## src/rtl/dma_int_event_fifo_if.sv

```systemverilog
// Handshake bundle between a DMA channel engine and the interrupt-event queue.
// The master modport belongs to the engine side and the slave modport to the FIFO.
interface dma_int_event_fifo_if #(
    parameter int FIFO_WIDTH = 8,
    parameter int FIFO_DEPTH = 5
);
    localparam int CNT_W = $clog2(FIFO_DEPTH + 1);

    logic                  flush;
    logic                  wrEn;
    logic [FIFO_WIDTH-1:0] wrData;
    logic                  rdEn;
    logic [CNT_W-1:0]      wMark;
    logic                  clrErr;
    logic [FIFO_WIDTH-1:0] rdData;
    logic                  rdValid;
    logic [CNT_W-1:0]      level;
    logic                  fifoFull;
    logic                  fifoEmpty;
    logic                  wMarkFull;
    logic                  overflow;
    logic                  underflow;

    modport master (
        output flush, wrEn, wrData, rdEn, wMark, clrErr,
        input  rdData, rdValid, level, fifoFull, fifoEmpty, wMarkFull, overflow, underflow
    );

    modport slave (
        input  flush, wrEn, wrData, rdEn, wMark, clrErr,
        output rdData, rdValid, level, fifoFull, fifoEmpty, wMarkFull, overflow, underflow
    );
endinterface

```

## src/rtl/dma_int_event_fifo.sv

```systemverilog
// Interrupt-event queue: arbitrary depth, programmable watermark, sticky error flags, flush.
// Define DMA_INT_FIFO_FWFT_EN for a first-word-fall-through read port; default is a registered read.
module dma_int_event_fifo #(
    parameter int FIFO_WIDTH = 8,
    parameter int FIFO_DEPTH = 5
) (
    input  logic                clock,
    input  logic                resetn,
    dma_int_event_fifo_if.slave bus
);
    localparam int ADDR_W = $clog2(FIFO_DEPTH);
    localparam int CNT_W  = $clog2(FIFO_DEPTH + 1);
    localparam logic [ADDR_W-1:0] LAST_ADDR  = ADDR_W'(FIFO_DEPTH - 1);
    localparam logic [CNT_W-1:0]  FULL_LEVEL = CNT_W'(FIFO_DEPTH);

    logic [FIFO_WIDTH-1:0] mem [FIFO_DEPTH];
    logic [ADDR_W-1:0]     wr_addr;
    logic [ADDR_W-1:0]     rd_addr;
    logic [CNT_W-1:0]      level_q;
    logic                  full;
    logic                  empty;
    logic                  rd_accept;
    logic                  wr_accept;
    logic                  wr_reject;
    logic                  rd_reject;
    logic                  ovf_q;
    logic                  unf_q;

    // Depth need not be a power of two, so pointers wrap explicitly.
    function automatic logic [ADDR_W-1:0] next_addr(input logic [ADDR_W-1:0] a);
        return (a == LAST_ADDR) ? '0 : a + 1'b1;
    endfunction

    assign full  = (level_q == FULL_LEVEL);
    assign empty = (level_q == '0);

    // A pop frees a slot in the same cycle, so a full queue still takes a write alongside it.
    assign rd_accept = bus.rdEn & ~empty & ~bus.flush;
    assign wr_accept = bus.wrEn & (~full | rd_accept) & ~bus.flush;
    assign wr_reject = bus.wrEn & full & ~rd_accept & ~bus.flush;
    assign rd_reject = bus.rdEn & empty & ~bus.flush;

    always_ff @(posedge clock or negedge resetn) begin
        if (!resetn) begin
            wr_addr <= '0;
            rd_addr <= '0;
            level_q <= '0;
        end else if (bus.flush) begin
            wr_addr <= '0;
            rd_addr <= '0;
            level_q <= '0;
        end else begin
            if (wr_accept) wr_addr <= next_addr(wr_addr);
            if (rd_accept) rd_addr <= next_addr(rd_addr);
            if (wr_accept && !rd_accept)
                level_q <= level_q + 1'b1;
            else if (rd_accept && !wr_accept)
                level_q <= level_q - 1'b1;
        end
    end

    always_ff @(posedge clock) begin
        if (wr_accept) mem[wr_addr] <= bus.wrData;
    end

    // A rejection in the same cycle as clrErr wins so no error event is lost.
    always_ff @(posedge clock or negedge resetn) begin
        if (!resetn) begin
            ovf_q <= 1'b0;
            unf_q <= 1'b0;
        end else begin
            if (wr_reject)       ovf_q <= 1'b1;
            else if (bus.clrErr) ovf_q <= 1'b0;
            if (rd_reject)       unf_q <= 1'b1;
            else if (bus.clrErr) unf_q <= 1'b0;
        end
    end

`ifdef DMA_INT_FIFO_FWFT_EN
    assign bus.rdData  = empty ? '0 : mem[rd_addr];
    assign bus.rdValid = ~empty;
`else
    logic [FIFO_WIDTH-1:0] rd_data_p1;
    logic                  vld_p1;

    // Read stage: head word captured on the accepted pop, held until the next pop.
    always_ff @(posedge clock or negedge resetn) begin
        if (!resetn) begin
            rd_data_p1 <= '0;
            vld_p1     <= 1'b0;
        end else begin
            vld_p1 <= rd_accept;
            if (rd_accept) rd_data_p1 <= mem[rd_addr];
        end
    end

    assign bus.rdData  = rd_data_p1;
    assign bus.rdValid = vld_p1;
`endif

    assign bus.level     = level_q;
    assign bus.fifoFull  = full;
    assign bus.fifoEmpty = empty;
    assign bus.wMarkFull = (bus.wMark != '0) && (level_q >= bus.wMark);
    assign bus.overflow  = ovf_q;
    assign bus.underflow = unf_q;
endmodule

```

## src/flat_wrapper.sv

```systemverilog
// flat-port wrapper written by rule: the top's interface ports become plain ports
module dma_int_event_fifo_flat 
#(
    parameter int FIFO_WIDTH = 8,
    parameter int FIFO_DEPTH = 5
)
  (clock, resetn, bus_flush, bus_wrEn, bus_wrData, bus_rdEn, bus_wMark, bus_clrErr, bus_rdData, bus_rdValid, bus_level, bus_fifoFull, bus_fifoEmpty, bus_wMarkFull, bus_overflow, bus_underflow);
  dma_int_event_fifo_if #(.FIFO_WIDTH(FIFO_WIDTH), .FIFO_DEPTH(FIFO_DEPTH)) bus_i ();
  input  logic clock;
  input  logic resetn;
  input wire logic [$bits(bus_i.flush)-1:0] bus_flush;
  input wire logic [$bits(bus_i.wrEn)-1:0] bus_wrEn;
  input wire logic [$bits(bus_i.wrData)-1:0] bus_wrData;
  input wire logic [$bits(bus_i.rdEn)-1:0] bus_rdEn;
  input wire logic [$bits(bus_i.wMark)-1:0] bus_wMark;
  input wire logic [$bits(bus_i.clrErr)-1:0] bus_clrErr;
  output wire logic [$bits(bus_i.rdData)-1:0] bus_rdData;
  output wire logic [$bits(bus_i.rdValid)-1:0] bus_rdValid;
  output wire logic [$bits(bus_i.level)-1:0] bus_level;
  output wire logic [$bits(bus_i.fifoFull)-1:0] bus_fifoFull;
  output wire logic [$bits(bus_i.fifoEmpty)-1:0] bus_fifoEmpty;
  output wire logic [$bits(bus_i.wMarkFull)-1:0] bus_wMarkFull;
  output wire logic [$bits(bus_i.overflow)-1:0] bus_overflow;
  output wire logic [$bits(bus_i.underflow)-1:0] bus_underflow;
  assign bus_i.flush = bus_flush;
  assign bus_i.wrEn = bus_wrEn;
  assign bus_i.wrData = bus_wrData;
  assign bus_i.rdEn = bus_rdEn;
  assign bus_i.wMark = bus_wMark;
  assign bus_i.clrErr = bus_clrErr;
  assign bus_rdData = bus_i.rdData;
  assign bus_rdValid = bus_i.rdValid;
  assign bus_level = bus_i.level;
  assign bus_fifoFull = bus_i.fifoFull;
  assign bus_fifoEmpty = bus_i.fifoEmpty;
  assign bus_wMarkFull = bus_i.wMarkFull;
  assign bus_overflow = bus_i.overflow;
  assign bus_underflow = bus_i.underflow;
  dma_int_event_fifo #(.FIFO_WIDTH(FIFO_WIDTH), .FIFO_DEPTH(FIFO_DEPTH)) u_core (.clock(clock), .resetn(resetn), .bus(bus_i));
endmodule
```

## config.mk

```make
export PLATFORM = sky130hd
export DESIGN_NAME = dma_int_event_fifo_flat
export DESIGN_NICKNAME = d
export VERILOG_FILES = /design/src/rtl/dma_int_event_fifo_if.sv /design/src/rtl/dma_int_event_fifo.sv /design/src/flat_wrapper.sv
export SDC_FILE = /design/constraint.sdc
export NUM_CORES = 1
export LEC_CHECK = 0
export BUFFER_PORTS_ARGS = -buffer_cell sky130_fd_sc_hd__buf_2
export CAP_MARGIN = 20
export CORE_ASPECT_RATIO = 0.5
export CORE_UTILIZATION = 56
export CTS_CLUSTER_DIAMETER = 60
export CTS_CLUSTER_SIZE = 12
export DETAILED_ROUTE_END_ITERATION = 8
export GPL_ROUTABILITY_DRIVEN = 0
export PLACE_DENSITY = 0.84
export REMOVE_ABC_BUFFERS = 1
export SLEW_MARGIN = 0
export SYNTH_ARGS = -nofsm -noshare
export SYNTH_HDL_FRONTEND = slang
export SYNTH_SLANG_ARGS = --single-unit
```

## constraint.sdc

```tcl
create_clock -name clock -period 2.15 [get_ports clock]
set_input_delay 0.43 -clock clock [delete_from_list [all_inputs] [get_ports clock]]
set_output_delay 0.43 -clock clock [all_outputs]
set_load 0.005 [all_outputs]
```

# ---- Word level (Yosys, flattened, before mapping)
# Memories as Yosys holds them, arrays and structs flattened. A register that Yosys moved wholly into a read port is not among the register bits.
# Cells that the tools add are included.
# W data, S select, Z words.
dict set report op_classes {
  bitwise 14
  mul 0
  n_shift 0
  n_div 0
  n_mux 14
  eq_ne 3
  addsub 4
  n_reduce_logical 13
  order_cmp 1
}
# op count
set ops {}
lappend ops {{$mux W3} 9}
lappend ops {{$add A3 B1 Y3 const B} 3}
lappend ops {{$and A1 B1 Y1} 9}
lappend ops {{$eq A3 B3 Y1 const B} 3}
lappend ops {{$reduce_bool A2 Y1} 4}
lappend ops {{$reduce_bool A3 Y1} 2}
lappend ops {{$mux W1} 5}
lappend ops {{$not A1 Y1} 4}
lappend ops {{$ge A3 B3 Y1} 1}
lappend ops {{$logic_and A1 B1 Y1} 3}
lappend ops {{$logic_not A1 Y1} 3}
lappend ops {{$logic_not A3 Y1} 1}
lappend ops {{$sub A3 B1 Y3 const B} 1}
lappend ops {{$or A1 B1 Y1} 1}
dict set report totals {
  rom_bits 0
  input_bits 17
  mem_count 1
  register_bits 12
  elab_cells 56
  latchBits 0
  mem_bits_rw 40
}
# name depth width rd rd_clocked_by_memory_dff write_ports line
set mem_list {}
lappend mem_list {u_core.mem 5 8 1 1 1 dma_int_event_fifo.sv:16} ;# logic [FIFO_WIDTH-1:0] mem [FIFO_DEPTH];

# ---- Longest topological paths before layout
# Gate-level depths: netlist of the first run.
dict set report logic_depth {
  depth_word 12
  ltp_mapped 7
  ltp_nobuf 7
}

# ---- Least setup slack after synthesis of the first run
# Ideal clock, no wire load.
dict set report synth_path {
  path_type {flip-flop to flip-flop}
  start {register u_core.level_q[2] (netlist: u_core.bus.level[2])}
  end {memory u_core.mem[3][0], enable pin}
  n_path_buf 1
  t_arrival_ns 1.556
  synth_period_minus_slack_ns 1.926
  required_ns 1.780
  path_stages_with_launch 7
  path_slack_ns 0.224
  cell_sequence {dfrtp_1 buf_2 and3b_1 nor2b_1 nor3_1 nand2_1 nor2_1}
}
# item line
set synth_rtl {}
lappend synth_rtl {{start, declared} dma_int_event_fifo.sv:19} ;# logic [CNT_W-1:0] level_q;
lappend synth_rtl {{start signal, assigned} dma_int_event_fifo.sv:56} ;# level_q <= level_q + 1'b1;
lappend synth_rtl {{start signal, assigned} dma_int_event_fifo.sv:58} ;# level_q <= level_q - 1'b1;
lappend synth_rtl {{$eq A3 B3 Y1} dma_int_event_fifo.sv:34} ;# assign full = (level_q == FULL_LEVEL);
lappend synth_rtl {{net bus_fifoFull} flat_wrapper.sv:20} ;# output wire logic [$bits(bus_i.fifoFull)-1:0] bus_fifoFull;
lappend synth_rtl {{$not A1 Y1} dma_int_event_fifo.sv:39} ;# assign wr_accept = bus.wrEn & (~full | rd_accept) & ~bus.flush;
lappend synth_rtl {{$or A1 B1 Y1} dma_int_event_fifo.sv:39}
lappend synth_rtl {{$and A1 B1 Y1 (2 in series)} dma_int_event_fifo.sv:39}
lappend synth_rtl {{$mux W1} dma_int_event_fifo.sv:63} ;# if (wr_accept) mem[wr_addr] <= bus.wrData;
lappend synth_rtl {{$mux W1 (implied by the code)} dma_int_event_fifo.sv:63}
lappend synth_rtl {{end, declared} dma_int_event_fifo.sv:16}
# The timed path passes the listed nets, and every way through them passes these cells.

# ---- Worst setup path after layout of the first run
dict set report layout_path {
  start {register u_core.level_q[1] (netlist: u_core.bus.level[1])}
  end {output bus_wMarkFull}
}
dict set report layout_via {
  elab_chain_cells 2
}
# item line
set layout_rtl {}
lappend layout_rtl {{$ge A3 B3 Y1} dma_int_event_fifo.sv:104} ;# assign bus.wMarkFull = (bus.wMark != '0) && (level_q >= bus.wMark);
lappend layout_rtl {{$logic_and A1 B1 Y1} dma_int_event_fifo.sv:104}
lappend layout_rtl {{end, declared} flat_wrapper.sv:22} ;# output wire logic [$bits(bus_i.wMarkFull)-1:0] bus_wMarkFull;
# Every way passes these cells.

==> results of run 1 <==
-- synthesized netlist by cell type, types with 2 or more instances --
library cell,number
and3_1,2
nand2_1,12
nand2b_1,2
o21ai_0,10
inv_1,11
mux2i_1,10
a21oi_1,7
nor3_1,4
nand3_1,3
nor2_1,11
nor2b_1,2
mux4_2,8
ha_1,7
buf_2,5
dfrtp_1,20
edfxtp_1,40
clkbuf_1,3
-- logic make-up after synthesis --
family	count (synthesis)
mux	18
compound gates	28
flops	60
simple gates	45
xor+xnor	1
buf+inv	20
fa+ha+maj	8
-- where the power goes --
group          internal [mW]  total (mW)  switching, mW
logic                  0.423       0.841          0.418
registers               1.37        1.47         0.0927
clock network          0.477       0.864          0.387
total                   2.27        3.17          0.898
-- cell type report --
cell class / count / area share, %
Clock inverter: 2 / 0.2821
Inverter: 11 / 1.330
Sequential cell: 60 / 54.90
Timing Repair Buffer: 44 / 8.787
Clock buffer: 14 / 5.240
Tap cell: 57 / 2.297
Multi-Input combinational cell: 100 / 27.17
-- per-stage QoR --
step	worst slack, ns	hold slack [ns]
2_1_floorplan	0.2426	0.1344
3_3_place_gp	0.1240	0.4082
3_5_place_dp	0.06608	0.4082
4_1_cts	0.02308	0.05892
5_1_grt	0.001173	0.08240
6_report	0.1145	0.05568
-- critical path: stages, from the launching register on --
cell     delay (ns)
dfrtp_2        0.49
ha_1           0.32
a21o_1         0.19
a21oi_2        0.11
nor2_1         0.05
buf_2          0.12
-- cell usage in the layout, fill, tap and decap left out, types with 3 or more instances in the layout --
master	count
nor2_1	11
mux4_2	8
buf_2	33
nand2_1	12
edfxtp_1	40
mux2i_1	10
buf_4	9
a21oi_1	6
clkbuf_8	11
dfrtp_1	18
ha_1	7
nand3_1	3
nor3_1	4
o21ai_0	10
clkbuf_1	3
inv_1	10
-- worst max-delay path by stage --
stage                                            endpoint                             from  depth (start not counted)  slack, ns
after floorplan                u_core.mem[3][0]$_DFFE_PP_  u_core.bus.level[1]$_DFFE_PN0P_                          5       0.24
after global placement    u_core.bus.level[2]$_DFFE_PN0P_                        bus_flush                          7       0.12
after detailed placement  u_core.bus.level[2]$_DFFE_PN0P_                        bus_flush                          7       0.07
after CTS                                   bus_wMarkFull  u_core.bus.level[1]$_DFFE_PN0P_                          5       0.02
after global routing                        bus_wMarkFull  u_core.bus.level[0]$_DFFE_PN0P_                          7      0.001
final                                       bus_wMarkFull  u_core.bus.level[1]$_DFFE_PN0P_                          5       0.11
-- timing repair --
action                     4_1_cts  5_1_grt
gates resized for setup          2        2
setup endpoints to repair        1       19
pin swaps                        0        2
gates cloned                     0        0
setup buffers                    1        1
-- flip-flops by register name, summed over array words and instances, names as in the netlist --
signal / cells
u_core.wr_addr: 3
u_core.mem: 40
u_core.bus.rdValid: 1
u_core.bus.level: 3
u_core.bus.overflow: 1
u_core.bus.underflow: 1
u_core.bus.rdData: 8
u_core.rd_addr: 3
-- per-layer routing --
| layer | share of wire [%] | wire length, um | up-vias |
|---|---|---|---|
| met5 | 0 | 0 | - |
| met4 | 0.42 | 20 | 0 |
| met3 | 4.7 | 227 | 4 |
| met2 | 50 | 2413 | 47 |
| met1 | 44 | 2121 | 789 |
| li1 | - | - | 759 |
==> summary.txt, run 1 <==
Final layout
  • Area growth, synth to finish: 18.20%
  • Multi-input logic area: 843.3 um2
  • Number of nets in the layout: 251
  • Non-filler cells, final: 288
  • Storage element area: 0.001704 mm2
  • Core Util, Final: 69.83%
  • Finished Cell Area: 0.003104 mm2
  • Share of cells above drive strength 1: 32.03%
  • # fillers: 309
  • Ant diodes: 0

GRT
  • Most used routing layer: met2
  • Pin count of the biggest net entering global routing: 21
  • GR Layer Usage met2: 36.60%
  • GR Util met1: 27.69%
  • Global Route Usage Sum: 21.99%
  • Initial antenna violation count: 0
  • Vias in the first global route: 1,567
  • GR Util met3: 6.825%
  • First-pass GRT wire length: 7.776 mm
  • Overflow after GRT: 0

Floorplanning
  • Die area: 0.004984 mm2
  • Standard-cell row count: 17
  • Initial Util: 59.08%
  • Core ar.: 0.004446 mm2
  • Chip width: 98.85 um
  • # IOs: 34
  • Die height: 50.43 um

Pwr
  • Pwr Total: 3.172 mW
  • Pwr dens: 1022 mW/mm2
  • P_leak: 1.247 nW
  • Max IR drop VDD: 0.5491 mV

Placement
  • DP Wirelength: 3.131 mm
  • Placed Cells: 270
  • IO Port Bufs: 33
  • Placed cell area: 0.002912 mm2

Synth
  • Top_reg_cell synth: edfxtp_1
  • Yosys reg bits: 60
  • Synth Area in Simple Gates: 9.052%
  • Mapped Cells: 180
  • Largest family of logic cells by synthesized area: multiplexers
  • Syn avg cell area: 14.59 um2
  • Synth Cell Area: 0.002626 mm2
  • Number of warnings issued by yosys: 0
  • Post-synthesis xor/xnor area fraction: 0.3335%
  • Netlist cell types: 40
  • Mux cell area share after synthesis: 10.67%
  • Register area share after synthesis: 64.79%
  • Async set-or-reset flop fraction in the synthesized netlist: 33.33%
  • Share of the synthesized area in the top cell type: 45.74%
  • Compound-cell area share of the yosys netlist: 7.813%
  • Number of enable flip-flop cells after synthesis: 40
  • Area contributors post-synth: edfxtp_1 (46%), dfrtp_1 (19%), mux4_2 (6.9%), mux2i_1 (3.8%), ha_1 (3.3%)
  • Post-Synth Adder-Cell Area: 4.097%
  • Leading area contributor after synthesis: edfxtp_1

Status
  • Outcome: finished, final reports clean

STA
  • Final setup vio count: 0
  • Unrepaired setup endpoints after global routing: false
  • Max Freq: 491.3 MHz
  • Hold Fails Final Rpt: 0
  • Pin slew with the least headroom to its limit: 0.5989 ns
  • Max-slew headroom: 60.07%
  • Final worst-path cycle share: 94.67%
  • Fin crit period: 2.035 ns
  • Slew Limit Fails: 0
  • Clock skew: 0.003209 ns
  • Setup TNS: 0 ns

Route
  • Drt total wl: 4.782 mm
  • DR vias: 1,599
  • Wirelength per Cell: 16.60 um
  • Remaining DRCs: 0
  • Initial DRC count: 95
  • Antenna viol nets, final: 0
  • Drt pass-1 iters: 4
  • Vias per cell: 5.552

Critical path
  • Startpoint Class: flip-flop
  • R2R cell count: 6
  • R2R setup slack: 0.12 ns
  • Data arrival time of the worst path: 1.61 ns
  • Crit Path Max Fanout: 11
  • Crit end category: output pin
  • Crit path kind: flip-flop to output pin
  • Worst R2R Start: u_core.bus.level[0]$_DFFE_PN0P_
  • Worst r2r dst: u_core.bus.level[1]$_DFFE_PN0P_
  • WP data required: 1.72 ns

Clocking
  • H-tree depth: 3
  • Clk slew on worst S/H paths: 0.06 ns
  • Clk_lat worst skew: 0.32 ns
  • Clk buf depth: 2
  • Root Buffer: clkbuf_8
  • TritonCTS Sinks: 60
  • Hold-fix buffers, CTS: 0
  • CTS tree: built
  • Num CTS Buffers: 9

Run
  • Total of max-cap violations: 0

Min path
  • Worst hold path class: input pin to async pin
(Power assumes the default switching activity.)
==> run 2, diff against run 1 <==
--- a/config.mk
+++ b/config.mk
@@ -14,7 +14,6 @@
 export DETAILED_ROUTE_END_ITERATION = 8
 export GPL_ROUTABILITY_DRIVEN = 0
 export PLACE_DENSITY = 0.84
-export REMOVE_ABC_BUFFERS = 1
 export SLEW_MARGIN = 0
 export SYNTH_ARGS = -nofsm -noshare
 export SYNTH_HDL_FRONTEND = slang
==> summary.txt, run 2 (synthesized netlist as in run 1, its figures left out) <==
STA
  • PnR worst setup slack: 0.06377 ns
  • Setup TNS: 0 ns
  • Pin slew with the least headroom to its limit: 0.5883 ns
  • Slew Limit Fails: 0
  • Max Freq: 479.3 MHz
  • Final setup vio count: 0
  • Max-slew headroom: 60.78%
  • Final worst-path cycle share: 97.03%
  • Clock skew: 0.006401 ns
  • Hold Fails Final Rpt: 0
  • Unrepaired setup endpoints after global routing: false
  • Fin crit period: 2.086 ns

Floorplanning
  • Chip width: 98.85 um
  • # IOs: 34
  • Core ar.: 0.004446 mm2
  • Die area: 0.004984 mm2
  • Initial Util: 59.08%
  • Die height: 50.43 um
  • Standard-cell row count: 17

Pwr
  • Max IR drop VDD: 0.4687 mV
  • Clock power share: 28.5%
  • Comb power frac: 26.9%
  • Sw Share: 28.54%
  • Sequential Power Share: 44.6%
  • Net switching power: 0.9299 mW
  • Pwr dens: 1050 mW/mm2
  • Cell internal pwr: 2.328 mW
  • P_leak: 1.246 nW

Critical path
  • Data arrival time of the worst path: 1.66 ns
  • CP Cell Sequence: buf_4 -> ha_1 -> a21o_1 -> a21oi_2 -> nor2_1 -> buf_2
  • WP data required: 1.72 ns
  • CP delay by family, top: flip-flops
  • Critical-path top delay cell: dfrtp_2
  • CP Buf/Inv Count: 2
  • Crit path kind: flip-flop to output pin
  • Worst R2R Start: u_core.bus.level[0]$_DFFE_PN0P_
  • Startpoint Class: flip-flop
  • Crit end category: output pin
  • Setup crit start: u_core.bus.level[1]$_DFFE_PN0P_
  • Crit-path max cell delay: 0.40 ns
  • Crit Path Max Fanout: 6

Placement
  • DP Worst Slack: 0.06831 ns
  • DP Wirelength: 3.370 mm
  • IO Port Bufs: 33

Route
  • Antenna viol nets, final: 0
  • Drt pass-1 iters: 4
  • DR vias: 1,640
  • Remaining DRCs: 0
  • Vias per cell: 5.694
  • Wirelength per Cell: 17.11 um
  • Initial DRC count: 96
  • Drt total wl: 4.929 mm

Final layout
  • Ant diodes: 0
  • Most common cell after layout, fill and taps aside: edfxtp_1
  • Most frequent cells in the layout: edfxtp_1 (40), buf_2 (33), dfrtp_1 (18)
  • Max reg flops: 40
  • Number of nets in the layout: 251
  • Area growth, synth to finish: 18.15%
  • # fillers: 288
  • Biggest register: u_core.mem
  • Share of cells above drive strength 1: 32.47%

Clocking
  • CTS tree: built
  • Clk_lat worst skew: 0.33 ns
  • TritonCTS Sinks: 60
  • Num CTS Buffers: 9
  • Clk buf depth: 2
  • H-tree depth: 3
  • Hold-fix buffers, CTS: 0
  • Root Buffer: clkbuf_8
  • Clk slew on worst S/H paths: 0.06 ns

GRT
  • Global Route Usage Sum: 22.52%
  • Initial antenna violation count: 0
  • Overflow after GRT: 0
  • Vias in the first global route: 1,639
  • Pin count of the biggest net entering global routing: 21
  • First-pass GRT wire length: 7.928 mm

Run
  • Total of max-cap violations: 0

Min path
  • Worst hold path class: input pin to async pin

Synth
  • Post-synth net total: 205

Status
  • Outcome: finished, final reports clean
==> run 2: changes by cell type in the layout (fill, tap and decap cells not counted) <==
cell        previous run  this run
clkinvlp_4             0         1
clkbuf_8              11         9
clkinv_1               1         2
clkinv_2               1         2
clkbuf_1               3         1
bufinv_16              0         1
buf_12                 2         1
buf_4                  9        10
==> run 2: per-layer routing <==
metal,track usage (%),vias up,wire length [um]
li1,-,759,-
met1,27.01,818,2094
met2,38.00,52,2458
met3,7.382,11,289
met4,9.950,0,86
met5,0,-,0
==> run 2: power groups by stage <==
stage / clock [mW] / sequential, mW / combinational (mW)
6_report: 0.928 / 1.45 / 0.877
5_1_grt: 1.00 / 1.47 / 0.969
4_1_cts: 0.944 / 1.45 / 0.863
3_5_place_dp: 0 / 1.50 / 0.806
3_3_place_gp: 0 / 1.49 / 0.762
2_1_floorplan: 0 / 1.47 / 0.543
==> run 2: layout make-up <==
cell class                 count  area, um2  share of cell area [%]
tap                           57      71.32                   2.298
clock inverter                 6      55.05                   1.774
inverter                      11      41.29                   1.331
clock buffer                  10      127.6                   4.113
timing repair buffer          44      260.3                   8.387
multi-input combinational    100      843.3                   27.18
sequential                    60       1704                   54.92
==> run 2: worst paths after layout <==
check / endpoint / slack [ns] / cells past startpoint
worst max-delay path: bus_wMarkFull / 0.06 / 6
worst min-delay path: u_core.rd_addr[1]$_DFFE_PN0P_ / 0.05 / 1
worst max register to register: u_core.mem[0][5]$_DFFE_PP_ / 0.10 / 5
worst min register to register: u_core.bus.rdData[4]$_DFFE_PN0P_ / 0.48 / 2
max in group asynchronous: u_core.bus.level[1]$_DFFE_PN0P_ / 1.75 / 1
min in group clock: u_core.mem[0][1]$_DFFE_PP_ / 0.33 / 1
==> run 2: per-stage QoR <==
stage | cell area, um2 | utilization [%] | hold slack [ns] | total power [mW] | cells
floorplan | 2626 | - | 0.1344 | 2.010 | 180
CTS | 3092 | 69.55 | 0.05461 | 3.258 | 287
finish | 3103 | 69.80 | 0.04829 | 3.258 | 288
global route | 3103 | 69.80 | 0.05486 | 3.440 | 288
detailed placement | 2892 | 65.04 | 0.4126 | 2.302 | 269
global placement | 2892 | 65.04 | 0.4035 | 2.251 | 269
==> run 2: timing repair <==
action | in CTS | in global routing
resized for setup | 2 | 2
setup endpoints to repair | 1 | 1
buffers inserted | 2 | 1
